--- config.mk ---
export PLATFORM = sky130hd
export DESIGN_NAME = fifo_drain_packer_flat
export DESIGN_NICKNAME = d
export VERILOG_FILES = /design/src/rtl/fifo_pkg.sv /design/src/rtl/fifo_drain_packer_if.sv /design/src/rtl/fifo_idle_timer.sv /design/src/rtl/fifo_drain_packer.sv /design/src/flat_wrapper.sv
export SDC_FILE = /design/constraint.sdc
export NUM_CORES = 1
export LEC_CHECK = 0
export CORE_MARGIN = 2
export CORE_UTILIZATION = 45
export DETAILED_ROUTE_END_ITERATION = 10
export PLACE_DENSITY = 0.76
export SYNTH_ARGS = -nofsm -noshare
export SYNTH_HDL_FRONTEND = slang
export SYNTH_HIERARCHICAL = 1
export SYNTH_SLANG_ARGS = --single-unit
--- constraint.sdc ---
create_clock -name clock -period 1.9 [get_ports clock]
set_clock_uncertainty 0.2 [all_clocks]
set_input_delay 0.38 -clock clock [delete_from_list [all_inputs] [get_ports clock]]
set_output_delay 0.38 -clock clock [all_outputs]
set_load 0.01 [all_outputs]
--- src/rtl/fifo_pkg.sv ---
// Shared definitions for the FIFO read-side blocks: FSM states, FIFO byte width
// and the lane-mask helper.
package fifo_pkg;

    typedef enum logic {
        FILL = 1'b0,
        HOLD = 1'b1
    } state_e;

    localparam int FIFO_DW = 8;

    // n low bits set; n in 0..8 covers every legal word width.
    function automatic logic [7:0] keep_mask(input int unsigned n);
        logic [8:0] full;
        full = (9'd1 << n) - 9'd1;
        return full[7:0];
    endfunction

endpackage

--- src/rtl/fifo_drain_packer_if.sv ---
// FIFO read port plus the packed-word output stream. out_valid/out_ready: a word
// transfers on an edge where both are 1; once raised, out_valid and the word stay put until then.
interface fifo_drain_packer_if #(
    parameter int BYTES = 4
);
    logic [7:0]         fifo_data;
    logic               fifo_empty;
    logic               fifo_rn;
    logic               flush;
    logic [8*BYTES-1:0] out_data;
    logic [BYTES-1:0]   out_keep;
    logic               out_valid;
    logic               out_ready;

    modport master (
        input  fifo_data, fifo_empty, flush, out_ready,
        output fifo_rn, out_data, out_keep, out_valid
    );

    modport slave (
        output fifo_data, fifo_empty, flush, out_ready,
        input  fifo_rn, out_data, out_keep, out_valid
    );
endinterface

--- src/rtl/fifo_idle_timer.sv ---
// Saturating idle-cycle counter; expire_o marks the cycle that completes the
// TIMEOUT-th consecutive enabled cycle.
module fifo_idle_timer #(
    parameter int TIMEOUT = 16
) (
    input  logic clock,
    input  logic reset,
    input  logic clear_i,
    input  logic enable_i,
    output logic expire_o
);
    localparam int CW = $clog2(TIMEOUT + 1);

    logic [CW-1:0] count_q, count_d;

    always_comb begin
        count_d = count_q;
        if (clear_i) begin
            count_d = '0;
        end else if (enable_i && (count_q != CW'(TIMEOUT))) begin
            count_d = count_q + CW'(1);
        end
    end

    always_ff @(posedge clock or posedge reset) begin
        if (reset) begin
            count_q <= '0;
        end else begin
            count_q <= count_d;
        end
    end

    assign expire_o = enable_i && !clear_i && (count_q == CW'(TIMEOUT - 1));

endmodule

--- src/rtl/fifo_drain_packer.sv ---
// Pops bytes from a show-ahead FIFO and packs them little-endian into BYTES-wide
// words, emitting partial words on flush or after an idle timeout.
module fifo_drain_packer
    import fifo_pkg::*;
#(
    parameter int BYTES   = 4,
    parameter int TIMEOUT = 16
) (
    input  logic                 clock,
    input  logic                 reset,
    fifo_drain_packer_if.master  bus,
    output logic [15:0]          word_count,
    output state_e               state_o
);
    localparam int IW = $clog2(BYTES + 1);

    state_e             state_q, state_d;
    logic [IW-1:0]      idx_q, idx_d;
    logic [8*BYTES-1:0] data_q, data_d;
    logic [15:0]        word_count_q, word_count_d;
    logic [IW-1:0]      idx_inc;
    logic [7:0]         keep_full;
    logic               pop;
    logic               idle;
    logic               expire;

    // Popped bytes are gone from the FIFO, so reset must also block the strobe.
    assign pop  = (state_q == FILL) && !bus.fifo_empty && !reset;
    assign idle = (state_q == FILL) && (idx_q != '0) && bus.fifo_empty;

    fifo_idle_timer #(
        .TIMEOUT (TIMEOUT)
    ) u_idle_timer (
        .clock    (clock),
        .reset    (reset),
        .clear_i  (!idle),
        .enable_i (idle),
        .expire_o (expire)
    );

    always_comb begin
        state_d      = state_q;
        idx_d        = idx_q;
        data_d       = data_q;
        word_count_d = word_count_q;
        idx_inc      = idx_q + IW'(pop);
        case (state_q)
            FILL: begin
                for (int k = 0; k < BYTES; k++) begin
                    if (pop && (idx_q == IW'(k))) begin
                        data_d[8*k +: 8] = bus.fifo_data;
                    end
                end
                idx_d = idx_inc;
                if ((idx_inc == IW'(BYTES)) || (bus.flush && (idx_inc != '0)) || expire) begin
                    state_d = HOLD;
                end
            end
            HOLD: begin
                if (bus.out_ready) begin
                    state_d      = FILL;
                    idx_d        = '0;
                    data_d       = '0;
                    word_count_d = word_count_q + 16'd1;
                end
            end
            default: state_d = FILL;
        endcase
    end

    always_ff @(posedge clock or posedge reset) begin
        if (reset) begin
            state_q      <= FILL;
            idx_q        <= '0;
            data_q       <= '0;
            word_count_q <= '0;
        end else begin
            state_q      <= state_d;
            idx_q        <= idx_d;
            data_q       <= data_d;
            word_count_q <= word_count_d;
        end
    end

    // While filling, the stream shows nothing; lanes above idx are already zero.
    assign keep_full     = keep_mask(32'(idx_q));
    assign bus.fifo_rn   = pop;
    assign bus.out_valid = (state_q == HOLD);
    assign bus.out_data  = (state_q == HOLD) ? data_q : '0;
    assign bus.out_keep  = (state_q == HOLD) ? keep_full[BYTES-1:0] : '0;
    assign word_count    = word_count_q;
    assign state_o       = state_q;

endmodule

--- src/flat_wrapper.sv ---
// flat-port wrapper written by rule: the top's interface ports become plain ports
module fifo_drain_packer_flat import fifo_pkg::*;
#(
    parameter int BYTES   = 4,
    parameter int TIMEOUT = 16
)
  (clock, reset, word_count, state_o, bus_fifo_data, bus_fifo_empty, bus_flush, bus_out_ready, bus_fifo_rn, bus_out_data, bus_out_keep, bus_out_valid);
  fifo_drain_packer_if #(.BYTES(BYTES)) bus_i ();
  input  logic clock;
  input  logic reset;
  output logic [15:0] word_count;
  output state_e state_o;
  input wire logic [$bits(bus_i.fifo_data)-1:0] bus_fifo_data;
  input wire logic [$bits(bus_i.fifo_empty)-1:0] bus_fifo_empty;
  input wire logic [$bits(bus_i.flush)-1:0] bus_flush;
  input wire logic [$bits(bus_i.out_ready)-1:0] bus_out_ready;
  output wire logic [$bits(bus_i.fifo_rn)-1:0] bus_fifo_rn;
  output wire logic [$bits(bus_i.out_data)-1:0] bus_out_data;
  output wire logic [$bits(bus_i.out_keep)-1:0] bus_out_keep;
  output wire logic [$bits(bus_i.out_valid)-1:0] bus_out_valid;
  assign bus_i.fifo_data = bus_fifo_data;
  assign bus_i.fifo_empty = bus_fifo_empty;
  assign bus_i.flush = bus_flush;
  assign bus_i.out_ready = bus_out_ready;
  assign bus_fifo_rn = bus_i.fifo_rn;
  assign bus_out_data = bus_i.out_data;
  assign bus_out_keep = bus_i.out_keep;
  assign bus_out_valid = bus_i.out_valid;
  fifo_drain_packer #(.BYTES(BYTES), .TIMEOUT(TIMEOUT)) u_core (.clock(clock), .reset(reset), .bus(bus_i), .word_count(word_count), .state_o(state_o));
endmodule
# ---- After elaboration in Yosys (flattened, before gate mapping)
# Index checks and enable logic that the tools add are counted.
dict set report totals {
  latchBits 0
  elab_cells 64
  mem_bits_rw 0
  n_memories 0
  register_bits 57
  input_bits 13
  rom_bits 0
  out_inout_bits 55
}
dict set report classes {
  mul 0
  addsub 4
  div 0
  reduce_logical 23
  muxes 15
  bitwise 1
  eq_ne 12
  shifts 1
  order_cmp 0
}
# cell n
set op_table {}
lappend op_table {{2-to-1 mux 32 bit} 2}
lappend op_table {{one-hot mux 32 bit (2 select lines)} 1}
lappend op_table {{2-to-1 mux 8 bit} 4}
lappend op_table {{adder 16 x 1 -> 16 bit (second input constant)} 1}
lappend op_table {{logical AND 1 bit} 11}
lappend op_table {{2-to-1 mux 5 bit} 2}
lappend op_table {{!= test 2 bit (second input constant)} 5}
lappend op_table {{AND reduction 2 bit} 5}
lappend op_table {{== test 3 x 2 -> 1 bit (second input constant)} 2}
lappend op_table {{one-hot mux 3 bit (2 select lines)} 1}
lappend op_table {{nonzero test 3 bit} 2}
lappend op_table {{adder 5 x 1 -> 5 bit (second input constant)} 1}
lappend op_table {{== test 5 x 4 -> 1 bit (second input constant)} 1}
lappend op_table {{!= test 5 bit (second input constant)} 1}
lappend op_table {{2-to-1 mux 4 bit} 1}
lappend op_table {{left shift 1 x 3 -> 4 bit (first input constant)} 1}
lappend op_table {{subtractor 4 x 1 -> 4 bit (second input constant)} 1}
lappend op_table {{adder 3 x 1 -> 3 bit} 1}
lappend op_table {{== test 3 x 1 -> 1 bit (second input constant)} 1}
lappend op_table {{== test 3 bit (second input constant)} 1}
lappend op_table {{zero test 3 bit} 1}
lappend op_table {{2-to-1 mux 3 bit} 1}
lappend op_table {{zero test 1 bit} 2}
lappend op_table {{logical OR 1 bit} 2}
lappend op_table {{4 further kinds} 5}

# ---- Logic depth before layout (Yosys ltp)
# Gate-level depths: netlist of run 1.
dict set report logic_depth {
  depth_word 10
  depth_mapped 8
  depth_no_buf 7
}

# ---- Cells and area by module
# Netlist of run 1, hierarchy kept.
# mod area_each_um2 seq_area_each_um2 instances cells_per_inst
set modules_own_cells {}
lappend modules_own_cells {fifo_drain_packer 2626.3 1301.2 1 269}
lappend modules_own_cells {fifo_idle_timer 327.8 125.1 1 32}

# ---- Least setup slack after synthesis of run 1
# No wires, ideal clock.
dict set report synth_timing {
  kind {reg-to-reg}
  start {register u_core.state_q, in the netlist u_core/bus.out_valid}
  end {register u_core.u_idle_timer.count_q[2]}
  t_required_ns 1.623
  arrival_time_ns 1.880
  setup_ns 0.077
  path_stages_with_launch 9
  path_buffers 3
  period_less_slack_ns 2.157
  slack_ns -0.257
  path_cell_list {dfrtp_1 > buf_6 > buf_2 > clkbuf_1 > nand3b_1 > inv_1 > nand2_1 > or3b_1 > a21oi_2}
}
dict set report synth_via {
  elab_chain_cells 5
  elab_cells_between_ends 6
  classes_between {1 x eq/ne; 1 x mux; 1 x bitwise; 3 x reduce/logical}
}
# element line_no
set synth_rtl {}
lappend synth_rtl {{start, declared} fifo_drain_packer.sv:17} ;# state_e state_q, state_d;
lappend synth_rtl {{start signal, assigned} fifo_drain_packer.sv:78} ;# state_q <= state_d;
lappend synth_rtl {{NOT 1 bit *} fifo_drain_packer.sv:29} ;# assign idle = (state_q == FILL) && (idx_q != '0) && bus.fifo_empty;
lappend synth_rtl {{logical AND 1 bit * (2 in a row)} fifo_drain_packer.sv:29}
lappend synth_rtl {{net u_core.idle} fifo_drain_packer.sv:24} ;# logic idle;
lappend synth_rtl {{logical AND 1 bit} fifo_idle_timer.sv:20} ;# end else if (enable_i && (count_q != CW'(TIMEOUT))) begin
lappend synth_rtl {{!= test 2 x 1 -> 1 bit (no source line)} --}
lappend synth_rtl {{end signal, assigned} fifo_idle_timer.sv:29} ;# count_q <= count_d;
lappend synth_rtl {{end, declared} fifo_idle_timer.sv:14} ;# logic [CW-1:0] count_q, count_d;
# The timed path passes the listed nets; every way through them passes the cells marked *.
# A chain may end at the register's enable or synchronous reset.

# ---- Worst setup path in the final report of run 1
dict set report layout_timing {
  start {register u_core.idx_q[1]}
  end {output port bus_out_keep[2]}
}
dict set report layout_via {
  elab_chain_cells 3
}
# element line_no
set layout_rtl {}
lappend layout_rtl {{start, declared} fifo_drain_packer.sv:18} ;# logic [IW-1:0] idx_q, idx_d;
lappend layout_rtl {{start signal, assigned} fifo_drain_packer.sv:79} ;# idx_q <= idx_d;
lappend layout_rtl {{left shift 1 x 3 -> 4 bit} fifo_pkg.sv:15} ;# full = (9'd1 << n) - 9'd1;
lappend layout_rtl {{subtractor 4 x 1 -> 4 bit} fifo_pkg.sv:15}
lappend layout_rtl {{2-to-1 mux 4 bit} fifo_drain_packer.sv:90} ;# assign bus.out_keep = (state_q == HOLD) ? keep_full[BYTES-1:0] : '0;
lappend layout_rtl {{end, declared} flat_wrapper.sv:19} ;# output wire logic [$bits(bus_i.out_keep)-1:0] bus_out_keep;
# No other way between the ends.

==> flow_metrics.tcl, run 1 <==
set metrics [dict create \
    placed_cell_area_um2 3960 \
    number_of_storage_elements_in_the_synthesis_netlist 57 \
    failed_checks "hold timing, setup timing" \
    cp-end-kind "primary output" \
    remaining_drc_errors 0 \
    drt-initial-drc-count 130 \
    die_area_um2 7230 \
    place_ws_ps -429 \
    cp.buffers_inverters 1 \
    rsz0062_at_grt "yes" \
    start_kind "flip-flop" \
    clk_pin_slew_ps 70 \
    total_switching_power_mw 2.01 \
    core_footprint_um2 6350 \
    globalplace.congestion 0.824 \
    pin_count_of_the_biggest_net_entering_global_routing 54 \
    fin_setup_tns_ps -2400 \
    worst_rel_slew_slack_pct 78.5 \
    growth_of_design_area_from_synthesis_to_finish_pct 53.2 \
    critical_path_required_ps 1320 \
    clock_tree.buffer_depth 2 \
    cell_internal_pwr_mw 3.93 \
    synth_commonest_cells "sky130_fd_sc_hd__dfrtp_1, sky130_fd_sc_hd__nand2_1, sky130_fd_sc_hd__and2_1" \
    post_synthesis_mean_instance_area_um2 9.81 \
    synth-async-reset-ratio_pct 100 \
    antenna_violations_before_repair 0 \
    fp.dieW_um 85.0 \
    dp_hpwl_mm 5.02 \
    global_route_wire_length_before_repair_mm 11.9 \
    synth_most_common_cell "sky130_fd_sc_hd__dfrtp_1" \
    worst_hold_path_type "primary input to asynchronous set/reset pin" \
    n_antenna_cell 0 \
    vdd_drop_max_mv 0.904 \
    highest_clock_rate_ghz 0.442 \
    floorplan.rows 29 \
    report.power.total_mw 5.94 \
    post-synth-top-area-fraction_pct 48.3 \
    p_seq_share_pct 30.1 \
    postSynthNetCount 321 \
    cpMaxStageDelayCell "sky130_fd_sc_hd__or3_4" \
    clockPowerShare_pct 22.0 \
    cap_viol_max_count 0 \
    gr-total-overflow 0 \
    final_cell_area_um2 4530 \
    syn-cell-area_um2 2950 \
    setup_ws_ps -365 \
    initial_utilization_pct 46.5 \
    timing.final.crit_period_ps 2260 \
    final-instance-count-excl-fill 500 \
    postRouteAntennaNets 0 \
    postLayoutCoreUtil_pct 71.3 \
    number_of_synthesized_flops_with_an_enable_pin 0 \
    endpoints_failing_setup 34 \
    floorplan.die.height_um 85.0 \
    static-leakage-power_nw 2.30 \
    first_global_vias 2494 \
    power-per-cell-area_nw_per_um2 1310 \
    syn-instance-count 301 \
    final-max-slew-violation-count 0 \
    htree_levels 3 \
    cp_cell_sequence "or3_4 > ha_4 > xnor2_2 > and2_1 > buf_2" \
    timing_hold_violations_final 5 \
    power.share.switching_pct 33.8 \
    status "finished with violations" \
    clock_sink_count 57 \
    synth.yosys.seq_area_share_pct 48.3 \
    final_layout_size_suffix_gt1_share_pct 38.1 \
    detailed_routing_iteration_count_for_the_pre_antenna_repair_pass 4 \
    port-buffer-count 67 \
    floorplan.io_pins 68 \
    place_inst 463 \
    yosysTopAreaCell "sky130_fd_sc_hd__dfrtp_1" \
    synth_ff_type "sky130_fd_sc_hd__dfrtp_1" \
    via_per_inst 5.18 \
    timing.critical_path.slowest_cell_delay_ps 410 \
    post_synth_num_cell_types 45 \
    setup.worst_path.class "flip-flop to primary output" \
    clk_latency_ps 340 \
    critPathTopFamily "simple AND/OR/NAND/NOR gates" \
    tritoncts "built" \
    route.vias.total 2592 \
    fin_worst_hold_slack_ps -2.58 \
    fin_crit_sh_pct 119 \
    route.final.wire_length_mm 7.92 \
    crit_fanout 2 \
    cts_buffers 9 \
    root_buffer "sky130_fd_sc_hd__clkbuf_8" \
    layout.nets 438 \
    reg2reg_from "u_core/idx_q[1]" \
    ys.warnings.count 6 \
    crit_arrival_ps 1680 \
    portion_of_total_power_attributed_to_combinational_logic_pct 47.9 \
    post_synth_main_area_contributors "sky130_fd_sc_hd__dfrtp_1, sky130_fd_sc_hd__and2_1, sky130_fd_sc_hd__nand2_1" \
    critPathLaunch "u_core/idx_q[1]" \
    worst_pin_slew_ps 323 \
    holdBufCountCts 0 \
    drt-wirelength-per-cell_um 15.8 \
    grtUsageTotal_pct 20.8 \
]
[cells by family after synthesis]
kind of cell    share of synthesized area, %
mux                                     4.28
simple gates                            29.2
xor+xnor                                5.34
flops                                   48.3
buf+inv                                 4.28
fa+ha+maj                               2.96
compound gates                          5.68
[state kept, by name, indices dropped and copies added, names as in the netlist]
register and count:
u_core/word_count 16, u_core/u_idle_timer/count_q 5, u_core/idx_q 3, u_core/bus.out_valid 1, u_core/data_q 32
[what timing repair did]
action | 4_1_cts | 5_1_grt
pin swaps | 7 | 12
buffers inserted | 5 | 11
setup endpoints to repair | 49 | 62
resized for setup | 130 | 103
cloned | 1 | 5
[worst register-to-register path: cells and delay by family, from the launching register on]
family          cells  cell delay, ps
compound gates      1             230
buf+inv             5             530
flops               1             380
simple gates        4             610
[layout by cell type (no fill, tap or decap), types with 12 or more instances in the layout]
cell                              count
sky130_fd_sc_hd__buf_2               13
sky130_fd_sc_hd__and2_4              23
sky130_fd_sc_hd__clkdlybuf4s50_1     21
sky130_fd_sc_hd__dfrtp_1             54
sky130_fd_sc_hd__xnor2_1             12
sky130_fd_sc_hd__nand2_1             45
sky130_fd_sc_hd__buf_4               32
sky130_fd_sc_hd__nand3_1             33
sky130_fd_sc_hd__buf_6               33
sky130_fd_sc_hd__and2_1              12
[final cells by class]
class                           count  area, um2
Sequential cell                    57       1430
Clock inverter                      5       77.6
Multi-Input combinational cell    220       1540
Clock buffer                       11        151
Fill cell                         454       1820
Inverter                           11       41.3
Tap cell                           77       96.3
Timing Repair Buffer              119       1190
[worst paths after layout]
check	end	slack, ps	cells past startpoint
min in group clock	u_core/word_count[15]	280	1
max in group asynchronous	u_core/data_q[10]	1040	4
worst max register to register	u_core/bus.out_valid	-150	10
worst min register to register	u_core/word_count[15]	280	1
worst max-delay path	bus_out_keep[2]	-360	5
worst min-delay path	u_core/u_idle_timer/count_q[0]	-3	3
[power by group through the flow]
stage	Sequential, mW	Clock [mW]	Combinational [mW]
floorplan	1.76	0	1.22
global placement	1.77	0	2.12
detailed placement	1.79	0	2.16
CTS	1.75	1.32	2.19
global route	1.83	1.38	3.08
finish	1.79	1.30	2.84
[metal layers]
metal | GRT usage (%) | vias up | wire length (um)
met5 | 0 | - | 0
met4 | 6.93 | 0 | 98
met3 | 4.38 | 9 | 474
met2 | 33.5 | 83 | 4010
met1 | 28.0 | 1251 | 3340
li1 | - | 1249 | -
No activity file was read; power rests on OpenSTA's default activity.
==> inputs of run 2 (changes only) <==
--- a/config.mk
+++ b/config.mk
@@ -11,5 +11,4 @@
 export PLACE_DENSITY = 0.76
 export SYNTH_ARGS = -nofsm -noshare
 export SYNTH_HDL_FRONTEND = slang
-export SYNTH_HIERARCHICAL = 1
 export SYNTH_SLANG_ARGS = --single-unit
==> run 2 against run 1 <==
The flow finishes with violations (setup timing). Via count increased by 2.9%. Non-clock buffer count increased by 18. Clock power decreased by 22%. Worst hold slack improved by 290 ps. Highest routed layer unchanged. Core utilization increased by 5.5 points. Count of clock-buffer cells in the layout increased by 2. Critical path depth increased by 1. Largest cell class unchanged. Largest power group unchanged. Design area increased by 5.9%.
==> flow_metrics.tcl, run 2 <==
set metrics [dict create \
    status "finished with violations" \
    failed_checks "setup timing" \
    clk_latency_ps 330 \
    rsz0062_at_grt "yes" \
    clk_pin_slew_ps 70 \
    holdBufCountCts 0 \
    postSynthNetCount 294 \
    layout.nets 425 \
    placed_cell_area_um2 3770 \
    route.final.wire_length_mm 8.69 \
    worst_pin_slew_ps 390 \
    syn-cell-area_um2 2850 \
    fin_setup_tns_ps -9810 \
    largest_register_ffs 32 \
    layout.cells.most_common_list "sky130_fd_sc_hd__dfrtp_1, sky130_fd_sc_hd__buf_6, sky130_fd_sc_hd__buf_4" \
    final-max-slew-violation-count 0 \
    cpMaxStageDelayCell "sky130_fd_sc_hd__or4_4" \
    grtUsageTotal_pct 23.4 \
    drt-initial-drc-count 142 \
    static-leakage-power_nw 2.35 \
    final_common_cell "sky130_fd_sc_hd__dfrtp_1" \
    cp-end-kind "flip-flop" \
    via_per_inst 5.47 \
    worst_hold_path_type "flip-flop to flip-flop" \
    first_global_vias 2529 \
    fin_crit_sh_pct 118 \
    pin_count_of_the_biggest_net_entering_global_routing 41 \
    root_buffer "sky130_fd_sc_hd__clkbuf_8" \
    post-synth-top-area-fraction_pct 50.0 \
    yosysTopAreaCell "sky130_fd_sc_hd__dfrtp_1" \
    critical-path-top-cell-by-count "sky130_fd_sc_hd__buf_6" \
    initial_utilization_pct 45.7 \
    clock_sink_count 57 \
    fin_worst_hold_slack_ps 288 \
    tritoncts "built" \
    power-per-cell-area_nw_per_um2 1370 \
    growth_of_design_area_from_synthesis_to_finish_pct 68.0 \
    drt-wirelength-per-cell_um 17.8 \
    gr-total-overflow 0 \
    hold_path_depth 1 \
    critical_path_required_ps 1920 \
    syn-instance-count 275 \
    synth_commonest_cells "sky130_fd_sc_hd__dfrtp_1, sky130_fd_sc_hd__nand2_1, sky130_fd_sc_hd__and2_1" \
    place_inst 427 \
    fp.dieW_um 83.6 \
    hold_start "u_core.word_count[15]" \
    floorplan.die.height_um 83.6 \
    reg2reg_from "u_core.idx_q[2]" \
    endpoints_failing_setup 70 \
    setup_ws_ps -336 \
    final-instance-count-excl-fill 488 \
    post_synthesis_mean_instance_area_um2 10.4 \
    worstRegToRegCells 6 \
    highest_clock_rate_ghz 0.447 \
    holdPathEnd "u_core.word_count[15]" \
    number_of_storage_elements_in_the_synthesis_netlist 57 \
    timing.critical_path.slowest_cell_delay_ps 560 \
    postRouteAntennaNets 0 \
    report.power.total_mw 6.56 \
    n_antenna_cell 0 \
    core_footprint_um2 6240 \
    globalplace.congestion 0.774 \
    synth.yosys.seq_area_share_pct 50.0 \
    worst_rel_slew_slack_pct 73.9 \
    setup.worst_path.class "flip-flop to flip-flop" \
    dp_hpwl_mm 4.76 \
    vdd_drop_max_mv 0.823 \
    die_area_um2 6990 \
    route.vias.total 2667 \
    timing.final.crit_period_ps 2240 \
    floorplan.rows 29 \
    detailed_routing_iteration_count_for_the_pre_antenna_repair_pass 4 \
    final_layout_size_suffix_gt1_share_pct 47.0 \
    reg2reg_slack_ps -340 \
    port-buffer-count 67 \
    post_synth_main_area_contributors "sky130_fd_sc_hd__dfrtp_1, sky130_fd_sc_hd__and2_1, sky130_fd_sc_hd__nand2_1" \
    antenna_violations_before_repair 0 \
    synth_most_common_cell "sky130_fd_sc_hd__dfrtp_1" \
    synth-async-reset-ratio_pct 100 \
    remaining_drc_errors 0 \
    number_of_synthesized_flops_with_an_enable_pin 0 \
    start_kind "flip-flop" \
    post_synth_num_cell_types 40 \
    reg2reg_to "u_core.data_q[14]" \
    synth_ff_type "sky130_fd_sc_hd__dfrtp_1" \
    crit_arrival_ps 2250 \
    ys.warnings.count 0 \
    cts_buffers 9 \
    crit_fanout 3 \
    timing_hold_violations_final 0 \
    htree_levels 3 \
    cp_cell_sequence "buf_6 > or4_4 > nor3b_4 > buf_6 > nor3b_1 > a221o_1" \
    regMostFlops "u_core.data_q" \
    clock_tree.buffer_depth 2 \
    cap_viol_max_count 0 \
    global_route_wire_length_before_repair_mm 12.8 \
    floorplan.io_pins 68 \
    final_cell_area_um2 4790 \
]
==> run 2: cell types whose count changed after synthesis, moves of 4 or more <==
cell and delta:
sky130_fd_sc_hd__nor2_1 -6, sky130_fd_sc_hd__nand3_1 -27, sky130_fd_sc_hd__o2bb2ai_1 +7, sky130_fd_sc_hd__nor3b_1 +8, sky130_fd_sc_hd__nand2_1 -11, sky130_fd_sc_hd__a221o_1 +8, sky130_fd_sc_hd__inv_1 -4
==> run 2: final cells by class <==
class	instances	area [um2]
well taps	77	96.3
flip-flops and latches	57	1430
repair buffers	137	1420
fillers	387	1450
multi-input cells	194	1640
inverters	7	30.0
clock buffers	13	159
clock inverters	3	15.0
==> run 2: worst max path at each step <==
| stage | cells after the start | end | from |
|---|---|---|---|
| 6_report | 6 | u_core.data_q[14] | u_core.idx_q[2] |
| 5_1_grt | 6 | u_core.data_q[11] | u_core.idx_q[2] |
| 4_1_cts | 6 | u_core.data_q[12] | u_core.bus.out_valid |
| 3_5_place_dp | 5 | u_core.data_q[12] | reset |
| 3_3_place_gp | 5 | u_core.data_q[14] | reset |
| 2_1_floorplan | 10 | u_core.bus.out_valid | u_core.bus.out_valid |
==> run 2: repair_timing <==
item,CTS,global route
buffers inserted,26,16
cloned,2,3
resized for setup,239,73
endpoints found under the setup margin,70,79
pin swaps,24,20
==> run 2: kinds of logic (layout without fill, tap and decap cells) <==
family | Yosys count | after routing | synth area share, %
xor gates and xnor gates | 19 | 19 | 5.83
buffers and inverters | 24 | 160 | 3.90
and+or+nand+nor | 117 | 117 | 23.1
adders and majority gates | 6 | 6 | 2.63
AOI/OAI and AO/OA | 42 | 42 | 11.0
muxes | 10 | 10 | 3.55
DFF | 57 | 57 | 50.0
==> run 2: routing by layer <==
layer  vias to the layer above  share of wire (%)  track usage, %
met3                        11                4.9            6.43
met4                         0                1.3            8.06
met1                      1350                 41            30.0
met2                        77                 53            38.3
li1                       1229                  -               -
met5                         -                  0               0
==> run 2: worst max-delay path, delay by kind of cell, from the launching register on <==
kind / cells / cell delay (ps)
simple gates: 3 / 930
flops: 1 / 420
buf+inv: 2 / 290
compound gates: 1 / 270
==> run 2: per-stage QoR <==
stage,util (%),worst slack [ps]
finish,76.8,-336
global route,76.8,-371
CTS,69.6,-301
detailed placement,60.3,-608
global placement,60.3,-536
floorplan,-,-293
==> run 2: power breakdown <==
group          internal, mW  switching, mW
clock network         0.539          0.480
registers              1.61          0.337
logic                  2.13           1.47
==> inputs of run 3 (changes only) <==
--- a/config.mk
+++ b/config.mk
@@ -7,6 +7,7 @@
 export LEC_CHECK = 0
 export CORE_MARGIN = 2
 export CORE_UTILIZATION = 45
+export CTS_CLUSTER_DIAMETER = 30
 export DETAILED_ROUTE_END_ITERATION = 10
 export PLACE_DENSITY = 0.76
 export SYNTH_ARGS = -nofsm -noshare
==> results of run 3 <==
No change in the layout: final DEF, timing and power equal those of run 2.
